===== config.mk =====
export PLATFORM = sky130hd
export DESIGN_NAME = register_pipeline
export DESIGN_NICKNAME = d
export VERILOG_FILES = /design/src/rtl/sync_pkg.sv /design/src/rtl/register_stage.sv /design/src/rtl/register_pipeline.sv
export SDC_FILE = /design/constraint.sdc
export NUM_CORES = 1
export LEC_CHECK = 0
export BUFFER_PORTS_ARGS = -buffer_cell sky130_fd_sc_hd__clkbuf_2
export CAP_MARGIN = 20
export CORE_AREA = 2 2 39 41
export DETAILED_ROUTE_END_ITERATION = 10
export DIE_AREA = 0 0 41 43
export PLACE_DENSITY = 0.32
export SLEW_MARGIN = 40
export SYNTH_ARGS = -nofsm -noshare
export SYNTH_HDL_FRONTEND = slang
export SYNTH_SLANG_ARGS = --single-unit

===== constraint.sdc =====
create_clock -name ctrl -period 1.2 [get_ports ctrl]
set_clock_uncertainty 0.15 [all_clocks]
set_input_delay 0.12 -clock ctrl [delete_from_list [all_inputs] [get_ports ctrl]]
set_output_delay 0.12 -clock ctrl [all_outputs]
set_load 0.02 [all_outputs]

===== src/rtl/sync_pkg.sv =====
// Shared helpers for the sync library: counter sizing and parameter sanity checks.
package sync_pkg;

    // Width needed to count 0..depth inclusive.
    function automatic int occ_width(input int depth);
        return $clog2(depth + 1);
    endfunction

    // Legal parameter range for the elastic pipeline: at least one bit, at least one stage.
    function automatic bit params_ok(input int size, input int depth);
        return (size >= 1) && (depth >= 1);
    endfunction

endpackage


===== src/rtl/register_stage.sv =====
// One elastic pipeline stage: a valid bit plus data word that loads from the
// previous stage whenever this stage is empty or the next stage is taking its word.
module register_stage #(
    parameter int size = 1
) (
    input  logic            ctrl_i,
    input  logic            rst_i,
    input  logic            flush_i,
    input  logic            prev_valid_i,
    input  logic [size-1:0] prev_data_i,
    input  logic            next_ready_i,
    output logic            ready_o,
    output logic            valid_o,
    output logic [size-1:0] data_o
);

    logic            valid_q, valid_d;
    logic [size-1:0] data_q,  data_d;

    // A stage can take a new word when it is empty or its current word is leaving.
    assign ready_o = ~valid_q | next_ready_i;
    assign valid_o = valid_q;
    assign data_o  = data_q;

    // Next-state: flush drops the valid bit only; data loads only when a real word arrives.
    always_comb begin
        // NOTE: defaults first so every path assigns both signals and no latch is inferred.
        valid_d = valid_q;
        data_d  = data_q;
        if (flush_i) begin
            valid_d = 1'b0;
        end else if (ready_o) begin
            valid_d = prev_valid_i;
            if (prev_valid_i) begin
                data_d = prev_data_i;
            end
        end
    end

    // State register with synchronous active-low reset.
    always_ff @(posedge ctrl_i) begin
        // NOTE: the data word is reset too so out_data reads 0 after reset, not leftover contents.
        if (!rst_i) begin
            valid_q <= 1'b0;
            data_q  <= '0;
        end else begin
            // NOTE: non-blocking so every stage samples its neighbour's pre-edge value.
            valid_q <= valid_d;
            data_q  <= data_d;
        end
    end

endmodule


===== src/rtl/register_pipeline.sv =====
// Elastic register pipeline: depth stages of size bits under valid/ready.
// Bubbles collapse because each stage's ready looks only at its own valid bit
// and the ready of the stage after it.
// Optional feature: define REGISTER_PIPELINE_OCCUPANCY_EN to add the occupancy port.
module register_pipeline
    import sync_pkg::*;
#(
    parameter int size  = 1,
    parameter int depth = 2
) (
    input  logic            ctrl,
    input  logic            rst,
    input  logic            flush,
    input  logic            in_valid,
    output logic            in_ready,
    input  logic [size-1:0] in_data,
    output logic            out_valid,
    input  logic            out_ready,
    output logic [size-1:0] out_data
`ifdef REGISTER_PIPELINE_OCCUPANCY_EN
    ,
    output logic [occ_width(depth)-1:0] occupancy
`endif
);

    if (!params_ok(size, depth)) begin : g_param_check
        $error("register_pipeline: size and depth must both be at least 1");
    end

    // Index 0 is the upstream input; index i+1 is the output of stage i.
    logic [depth:0]  chain_valid;
    logic [size-1:0] chain_data [depth+1];

    assign chain_valid[0] = in_valid;
    assign chain_data[0]  = in_data;

    for (genvar i = 0; i < depth; i++) begin : g_stage
        logic stage_ready;
        logic next_ready;

        // The ready chain runs from the output back towards the input, one OR per stage.
        if (i == depth - 1) begin : g_last
            assign next_ready = out_ready;
        end else begin : g_inner
            assign next_ready = g_stage[i+1].stage_ready;
        end

        register_stage #(
            .size(size)
        ) u_stage (
            .ctrl_i      (ctrl),
            .rst_i       (rst),
            .flush_i     (flush),
            .prev_valid_i(chain_valid[i]),
            .prev_data_i (chain_data[i]),
            .next_ready_i(next_ready),
            .ready_o     (stage_ready),
            .valid_o     (chain_valid[i+1]),
            .data_o      (chain_data[i+1])
        );
    end

    assign in_ready  = g_stage[0].stage_ready & ~flush;
    assign out_valid = chain_valid[depth];
    assign out_data  = chain_data[depth];

`ifdef REGISTER_PIPELINE_OCCUPANCY_EN
    localparam int OccW = occ_width(depth);

    logic [OccW-1:0] occ_q, occ_d;
    logic            in_xfer, out_xfer;

    assign in_xfer  = in_valid & in_ready;
    assign out_xfer = out_valid & out_ready;

    // Count follows the handshakes; flush empties the pipe regardless of a same-cycle output.
    always_comb begin
        occ_d = occ_q;
        if (flush) begin
            occ_d = '0;
        end else begin
            unique case ({in_xfer, out_xfer})
                2'b10:   occ_d = occ_q + OccW'(1);
                2'b01:   occ_d = occ_q - OccW'(1);
                default: occ_d = occ_q;
            endcase
        end
    end

    // Occupancy register, cleared by reset.
    always_ff @(posedge ctrl) begin
        if (!rst) begin
            occ_q <= '0;
        end else begin
            occ_q <= occ_d;
        end
    end

    assign occupancy = occ_q;
`endif

endmodule

### Word-level counts from Yosys, hierarchy flattened

Cells that the tools add are included.

| cells by class | value |
|---|---|
| bitwise logic cells | 7 |
| reduce and logical (&&, ||, !) cells | 3 |

Operators with widths:

| kind | count |
|---|---|
| 3-bit AND reduction | 2 |
| 1-bit inverter | 4 |
| 1-bit bitwise OR | 2 |
| 2-bit OR reduction | 1 |
| 1-bit AND | 1 |

| storage, ports and cells | value |
|---|---|
| register bits | 4 |
| logic and storage cells | 14 |

### Longest topological paths before layout

Gate-level depths: netlist of run 1.

| depth | value |
|---|---|
| depth in word-level cells | 4 |
| depth in mapped cells | 3 |
| gate-level depth less buffers | 3 |

### Modules after synthesis

Synthesis of run 1 repeated with hierarchy kept, for this count alone.

| unflattened totals | value |
|---|---|
| cell total of the unflattened synthesis | 21 |
| area total of the unflattened synthesis | 211.5 µm² |

Modules (own cells, without submodules):

| module | times used | cells an instance | area each (µm²) |
|---|---|---|---|
| register_stage | 2 | 10 | 98.8 |
| register_pipeline | 1 | 1 | 13.8 |

### Least setup slack after synthesis of run 1

OpenSTA, ideal clock, no wires.

| path | value |
|---|---|
| path kind | reg-to-reg |
| start point | register g_stage[1].u_stage.valid_q |
| end point | register g_stage[1].u_stage.data_q |
| setup time | 0.070 ns |
| arrival time | 0.983 ns |
| data required time | 0.980 ns |
| slack | -0.003 ns |
| stages on the path, launching flop included | 4 |
| buffers on the path | 0 |
| clock period less this slack | 1.203 ns |
| path through | dfxtp_1 > nor2b_1 > or3b_1 > a21boi_1 |

| between the ends | value |
|---|---|
| cells in the longest elaborated chain, start to end | 3 |

Ends and longest elaborated chain:

| item | RTL line | RTL |
|---|---|---|
| start, declared | register_stage.sv:17 | `logic valid_q, valid_d;` |
| start signal, assigned | register_stage.sv:48 | `valid_q <= valid_d;` |
| 1-bit inverter | register_stage.sv:21 | `assign ready_o = ~valid_q \| next_ready_i;` |
| 1-bit bitwise OR | register_stage.sv:21 |  |
| 3-bit AND reduction (no line) | -- |  |
| end signal, assigned | register_stage.sv:49 | `data_q <= data_d;` |
| end, declared | register_stage.sv:18 | `logic [size-1:0] data_q, data_d;` |

No other way between the ends.
A chain may end at the register's enable or synchronous reset.

### Worst setup path in the final report of run 1

| path | value |
|---|---|
| start point | register g_stage[0].u_stage.valid_q |
| end point | output port in_ready |

| between the ends | value |
|---|---|
| cells in the longest elaborated chain, start to end | 3 |

Ends and longest elaborated chain:

| item | RTL line | RTL |
|---|---|---|
| start, declared | register_stage.sv:17 |  |
| start signal, assigned | register_stage.sv:48 |  |
| 1-bit inverter | register_stage.sv:21 |  |
| 1-bit bitwise OR | register_stage.sv:21 |  |
| 1-bit AND | register_pipeline.sv:63 | `assign in_ready = g_stage[0].stage_ready & ~flush;` |
| end, declared | register_pipeline.sv:15 | `output logic in_ready,` |

No other way between the ends.

==> results of run 1 <==
[metal layers]
layer	global-route usage	vias to the layer above	wire length [µm]
met3	0.0628	2	39
li1	-	97	-
met2	0.0656	7	179
met4	0.0400	0	10
met5	0	-	0
met1	0.0579	86	156
[worst register-to-register path: stages (launching register included)]
cell     delay [ns]
dfxtp_2        0.30
and3b_2        0.22
buf_6          0.12
nor3b_4        0.18
mux2i_1        0.19
[sequential cells by signal (all words and copies together) (netlist names)]
| signal | count |
|---|---|
| g_stage.u_stage.data_o | 2 |
| g_stage.u_stage.valid_o | 2 |
[layout make-up]
class                   instances  area [µm²]
flip-flops and latches          4        82.6
fillers                       161        1060
clock buffers                   3        22.5
multi-input cells              16         115
well taps                      16        20.0
repair buffers                 12        85.1
[synthesized netlist by cell type]
library cell / n
and3b_1: 1
or3b_1: 1
nor3b_2: 1
nand2b_1: 1
nor2_1: 5
mux2i_1: 1
nand2_1: 2
o21ai_0: 1
nor2b_1: 1
a21boi_1: 1
nand2b_4: 1
dfxtp_1: 4
[kinds of logic after synthesis]
kind of cell | Yosys count | synth area share
AND/OR/NAND/NOR | 13 | 0.446
AO/OA/AOI/OAI | 2 | 0.0676
flip-flops | 4 | 0.432
multiplexers | 1 | 0.0541
[placed cells by master, fill, tap and decap left out]
| master | synthesis | layout |
|---|---|---|
| or3b_1 | 1 | 1 |
| nand2_1 | 2 | 2 |
| nand2b_1 | 1 | 1 |
| nor2_2 | 0 | 1 |
| clkbuf_4 | 0 | 3 |
| clkbuf_2 | 0 | 7 |
| nor3b_4 | 0 | 1 |
| and3b_2 | 0 | 1 |
| buf_4 | 0 | 1 |
| buf_6 | 0 | 2 |
| dfxtp_2 | 0 | 2 |
| nor2_1 | 5 | 4 |
| mux2i_1 | 1 | 1 |
| o21ai_0 | 1 | 1 |
| dlygate4sd3_1 | 0 | 2 |
| nor2b_1 | 1 | 1 |
| a21boi_1 | 1 | 1 |
| dfxtp_1 | 4 | 2 |
| nand2b_4 | 1 | 1 |
[repair_timing]
| action | in CTS | in global routing |
|---|---|---|
| hold buffers | 2 | 0 |
| endpoints found under the setup margin | 1 | 3 |
| gates resized for setup | 3 | 5 |
| hold endpoints to repair | 2 | 0 |
| pin swaps | 1 | 0 |
| buffers inserted | 2 | 0 |
[final timing paths]
path | startpoint | end | slack [ns] | depth (start not counted)
hold / removal | rst | g_stage[0].u_stage.data_o | 0.02 | 3
setup / recovery | g_stage[0].u_stage.valid_o | in_ready | -0.04 | 3
setup reg to reg | g_stage[0].u_stage.valid_o | g_stage[0].u_stage.data_o | -0.03 | 4
hold reg to reg | g_stage[0].u_stage.data_o | g_stage[0].u_stage.data_o | 0.30 | 2
[power by group through the flow]
stage	combinational, mW	clock [mW]	sequential (mW)
floorplan	0.0162	0	0.143
global placement	0.0322	0	0.143
detailed placement	0.0320	0	0.143
CTS	0.0411	0.171	0.140
global route	0.0498	0.181	0.140
finish	0.0453	0.161	0.140
[stage by stage]
step	instance area (µm²)	hold slack (ns)
floorplan	186	0.0907
global placement	246	0.203
detailed placement	246	0.198
CTS	309	0.0179
global route	325	0.0266
finish	325	0.0161
==> flow_summary.json, run 1 <==
{
  "grt_pass1_vias": 172,
  "clockBufferDepth": 2,
  "layout.cells.non_filler": 51,
  "power_frac_comb": 0.131,
  "status": "finished with violations",
  "dpl.cell_count": 44,
  "power_density_nw_per_um2": 1070,
  "grt_max_degree": 5,
  "cp.required_ns": 0.93,
  "grt_pass1_wl_um": 607,
  "area_growth_pct": 75.7,
  "cp_num_buf_inv": 1,
  "numCtsBuffers": 3,
  "dieWidth_um": 41,
  "utilization": 0.235,
  "worstSetupPathType": "flip-flop to output port",
  "synth.top_cell.area_share": 0.432,
  "slowest_delay_ns": 0.30,
  "netlist_instances": 20,
  "finalWirelength_um": 387,
  "critPathLaunchType": "flip-flop",
  "ios": 9,
  "dp_hpwl_um": 294,
  "initial_core_util": 0.134,
  "antenna_left": 0,
  "cts.reportedPaths.clkPinSlew_ns": 0.04,
  "die_h_um": 43,
  "ys_seq_area_frac": 0.432,
  "hold_violations": 0,
  "p_sw_uw": 69.8,
  "diodes": 0,
  "drtIter0Drc": 0,
  "clock_sinks": 4,
  "critPathSlowestCell": "dfxtp_2",
  "vdd_drop_max_uv": 351,
  "fin_crit_ns": 1.24,
  "gp_congestion": 0.619,
  "final_nets": 43,
  "tightest_slew_ns": 0.172,
  "firstDrtPassIters": 1,
  "setup_tns_ns": -0.0767,
  "drive_above_1_share": 0.543,
  "clock_latency_ns": 0.23,
  "grt-ovfl-total": 0,
  "relSlewSlack": 0.885,
  "remaining_drc_errors": 0,
  "die-area_um2": 1760,
  "cts_root_buffer": "clkbuf_4",
  "coreArea_um2": 1380,
  "port_buffers": 8,
  "cts_tree": "built",
  "min_path_type": "input port to flip-flop",
  "routedWlPerCell_um": 7.59,
  "sw_frac_of_total": 0.201,
  "viasPerCell": 3.76,
  "p_total_uw": 347,
  "place_ws_ns": 0.0512,
  "rows": 14,
  "setup_ws_ns": -0.0426,
  "rsz0062_at_grt": "yes",
  "cp_data_arrival_time_ns": 0.97,
  "cp_top_family": "simple AND/OR/NAND/NOR gates",
  "setup_violations": 2,
  "yosys-top-cells-area": "dfxtp_1 43%, nor2_1 10%, nand2b_4 7.4%",
  "yosysUniqueCellTypes": 12,
  "cp_cell_sequence": "and3b_2 -> nor2_2 -> buf_6",
  "syn_nets": 26,
  "htree_levels": 1,
  "leakage_nw": 0.145,
  "seqPwrFrac": 0.403,
  "maxCapViolations": 0,
  "antenna_found_initial": 0,
  "synth-seq-cells": 4,
  "avgSynthCellArea_um2": 9.26,
  "yosysWarningCount": 0,
  "fmax_mhz": 805,
  "crit_fanout": 2,
  "track_usage": 0.0572,
  "failed_checks": "negative setup slack",
  "p_int_uw": 277,
  "period_share": 1.04,
  "yosysTopAreaCell": "dfxtp_1",
  "num_vias": 192,
  "p_clk_frac": 0.466,
  "finalMaxSlewViolations": 0,
  "synth_area_um2": 185,
  "end_kind": "output port"
}
(Power assumes the default switching activity.)
==> inputs of run 2 (changes only) <==
--- a/config.mk
+++ b/config.mk
@@ -11,6 +11,7 @@
 export DETAILED_ROUTE_END_ITERATION = 10
 export DIE_AREA = 0 0 41 43
 export PLACE_DENSITY = 0.32
+export RECOVER_POWER = 25
 export SLEW_MARGIN = 40
 export SYNTH_ARGS = -nofsm -noshare
 export SYNTH_HDL_FRONTEND = slang
==> run 2 against run 1 <==
Effect of this change: the run still ends with negative setup slack left; clock power about the same; count of clock-buffer cells in the layout unchanged; critical endpoint unchanged; first-iteration DRC count unchanged; via count unchanged; wire length unchanged; register-to-register slack about the same; power about the same.
==> flow_summary.json, run 2 (synthesis gave the netlist of run 1 again) <==
{
  "setup_violations": 2,
  "die-area_um2": 1760,
  "end_kind": "output port",
  "diodes": 0,
  "gp_congestion": 0.619,
  "critPathSlowestCell": "dfxtp_2",
  "crit_fanout": 2,
  "rsz0062_at_grt": "yes",
  "relSlewSlack": 0.885,
  "routedWlPerCell_um": 7.59,
  "numCtsBuffers": 3,
  "ios": 9,
  "grt_max_degree": 5,
  "final_nets": 43,
  "vdd_drop_max_uv": 351,
  "power_frac_comb": 0.131,
  "die_h_um": 43,
  "layout.cells.non_filler": 51,
  "remaining_drc_errors": 0,
  "final_common_cell": "clkbuf_2",
  "worst_hold_path.num_cells": 3,
  "dieWidth_um": 41,
  "rows": 14,
  "setup_ws_ns": -0.0426,
  "htree_levels": 1,
  "cts_root_buffer": "clkbuf_4",
  "port_buffers": 8,
  "min_to": "g_stage[0].u_stage.data_o",
  "r2r-end": "g_stage[0].u_stage.data_o",
  "period_share": 1.04,
  "critPathLaunchType": "flip-flop",
  "cts_tree": "built",
  "fmax_mhz": 805,
  "clockBufferDepth": 2,
  "fin_crit_ns": 1.24,
  "dpl.cell_count": 44,
  "final_cell_mix": "7 x clkbuf_2, 4 x nor2_1, 3 x clkbuf_4, 3 x dfxtp_1",
  "p_int_uw": 277,
  "p_sw_uw": 69.8,
  "finalMaxSlewViolations": 0,
  "dp_hpwl_um": 294,
  "clock_latency_ns": 0.23,
  "status": "finished with violations",
  "seqPwrFrac": 0.403,
  "coreArea_um2": 1380,
  "cp.required_ns": 0.93,
  "cp_top_family": "simple AND/OR/NAND/NOR gates",
  "min_path_type": "input port to flip-flop",
  "tightest_slew_ns": 0.172,
  "slowest_delay_ns": 0.30,
  "failed_checks": "negative setup slack",
  "initial_core_util": 0.134,
  "cp_num_buf_inv": 1,
  "drive_above_1_share": 0.514,
  "cp_cell_sequence": "and3b_2 -> nor2_2 -> buf_6",
  "firstDrtPassIters": 1,
  "finalWirelength_um": 387,
  "grt_pass1_vias": 172,
  "cp-startpoint": "g_stage[0].u_stage.valid_o",
  "clock_sinks": 4,
  "track_usage": 0.0572,
  "drtIter0Drc": 0,
  "p_clk_frac": 0.466,
  "utilization": 0.234,
  "grt-ovfl-total": 0,
  "reg2regPathDepth": 4,
  "worstSetupPathType": "flip-flop to output port",
  "antenna_left": 0,
  "cts.reportedPaths.clkPinSlew_ns": 0.04,
  "maxCapViolations": 0,
  "hp-start": "rst",
  "grt_pass1_wl_um": 607,
  "power_density_nw_per_um2": 1070,
  "cp_data_arrival_time_ns": 0.97,
  "num_vias": 192,
  "sw_frac_of_total": 0.201,
  "r2r-start": "g_stage[0].u_stage.valid_o",
  "area_growth_pct": 75.0,
  "reg2reg_slack_ns": -0.03,
  "hold_violations": 0,
  "antenna_found_initial": 0,
  "viasPerCell": 3.76,
  "leakage_nw": 0.144
}
-- run 2: cell types whose count changed in the layout (fill, tap and decap cells not counted) --
cell	previous run	this run
dfxtp_1	2	3
dfxtp_2	2	1
-- run 2: worst max-delay path by stage --
stage,endpoint,slack [ns],depth (start not counted)
after floorplan,g_stage[1].u_stage.data_o,0.04,3
after global placement,g_stage[0].u_stage.data_o,0.05,3
after detailed placement,g_stage[1].u_stage.data_o,0.05,3
after CTS,in_ready,-0.08,3
after global routing,g_stage[0].u_stage.data_o,-0.11,4
final,in_ready,-0.04,3
-- run 2: stage by stage --
step	setup slack (ns)	power (mW)	hold slack (ns)	cell area (µm²)	TNS [ns]
2_1_floorplan	0.0356	0.159	0.0907	186	0
3_3_place_gp	0.0473	0.175	0.203	246	0
3_5_place_dp	0.0512	0.175	0.198	246	0
4_1_cts	-0.0810	0.352	0.0179	309	-0.130
5_1_grt	-0.106	0.370	0.0266	324	-0.220
6_report	-0.0426	0.347	0.0161	324	-0.0767
-- run 2: cell type report --
type,count,area (µm²)
flip-flops and latches,4,81.3
multi-input cells,16,115
clock buffers,3,22.5
fillers,162,1060
repair buffers,12,85.1
well taps,16,20.0
-- run 2: worst register-to-register path, cell delays in order, from the launching register on --
cell and delay (ns):
dfxtp_2 0.30, and3b_2 0.22, buf_6 0.12, nor3b_4 0.18
mux2i_1 0.19
-- run 2: repair_timing --
item	CTS	global route
hold buffers	2	0
pin swaps	1	0
endpoints found under the setup margin	1	3
gates resized for setup	3	5
hold endpoints to repair	2	0
buffers inserted	2	0
-- run 2: power by group through the flow --
| stage | combinational (mW) | clock (mW) | sequential (mW) |
|---|---|---|---|
| after floorplan | 0.0162 | 0 | 0.143 |
| after global placement | 0.0322 | 0 | 0.143 |
| after detailed placement | 0.0320 | 0 | 0.143 |
| after CTS | 0.0411 | 0.171 | 0.140 |
| after global routing | 0.0498 | 0.181 | 0.140 |
| final | 0.0453 | 0.161 | 0.140 |
-- run 2: metal layers --
metal	up-vias	GRT usage	share of wire	wire, µm
li1	97	-	-	-
met1	86	0.0579	0.40	156
met2	7	0.0656	0.46	179
met3	2	0.0628	0.10	39
met4	0	0.0400	0.026	10
met5	-	0	0	0
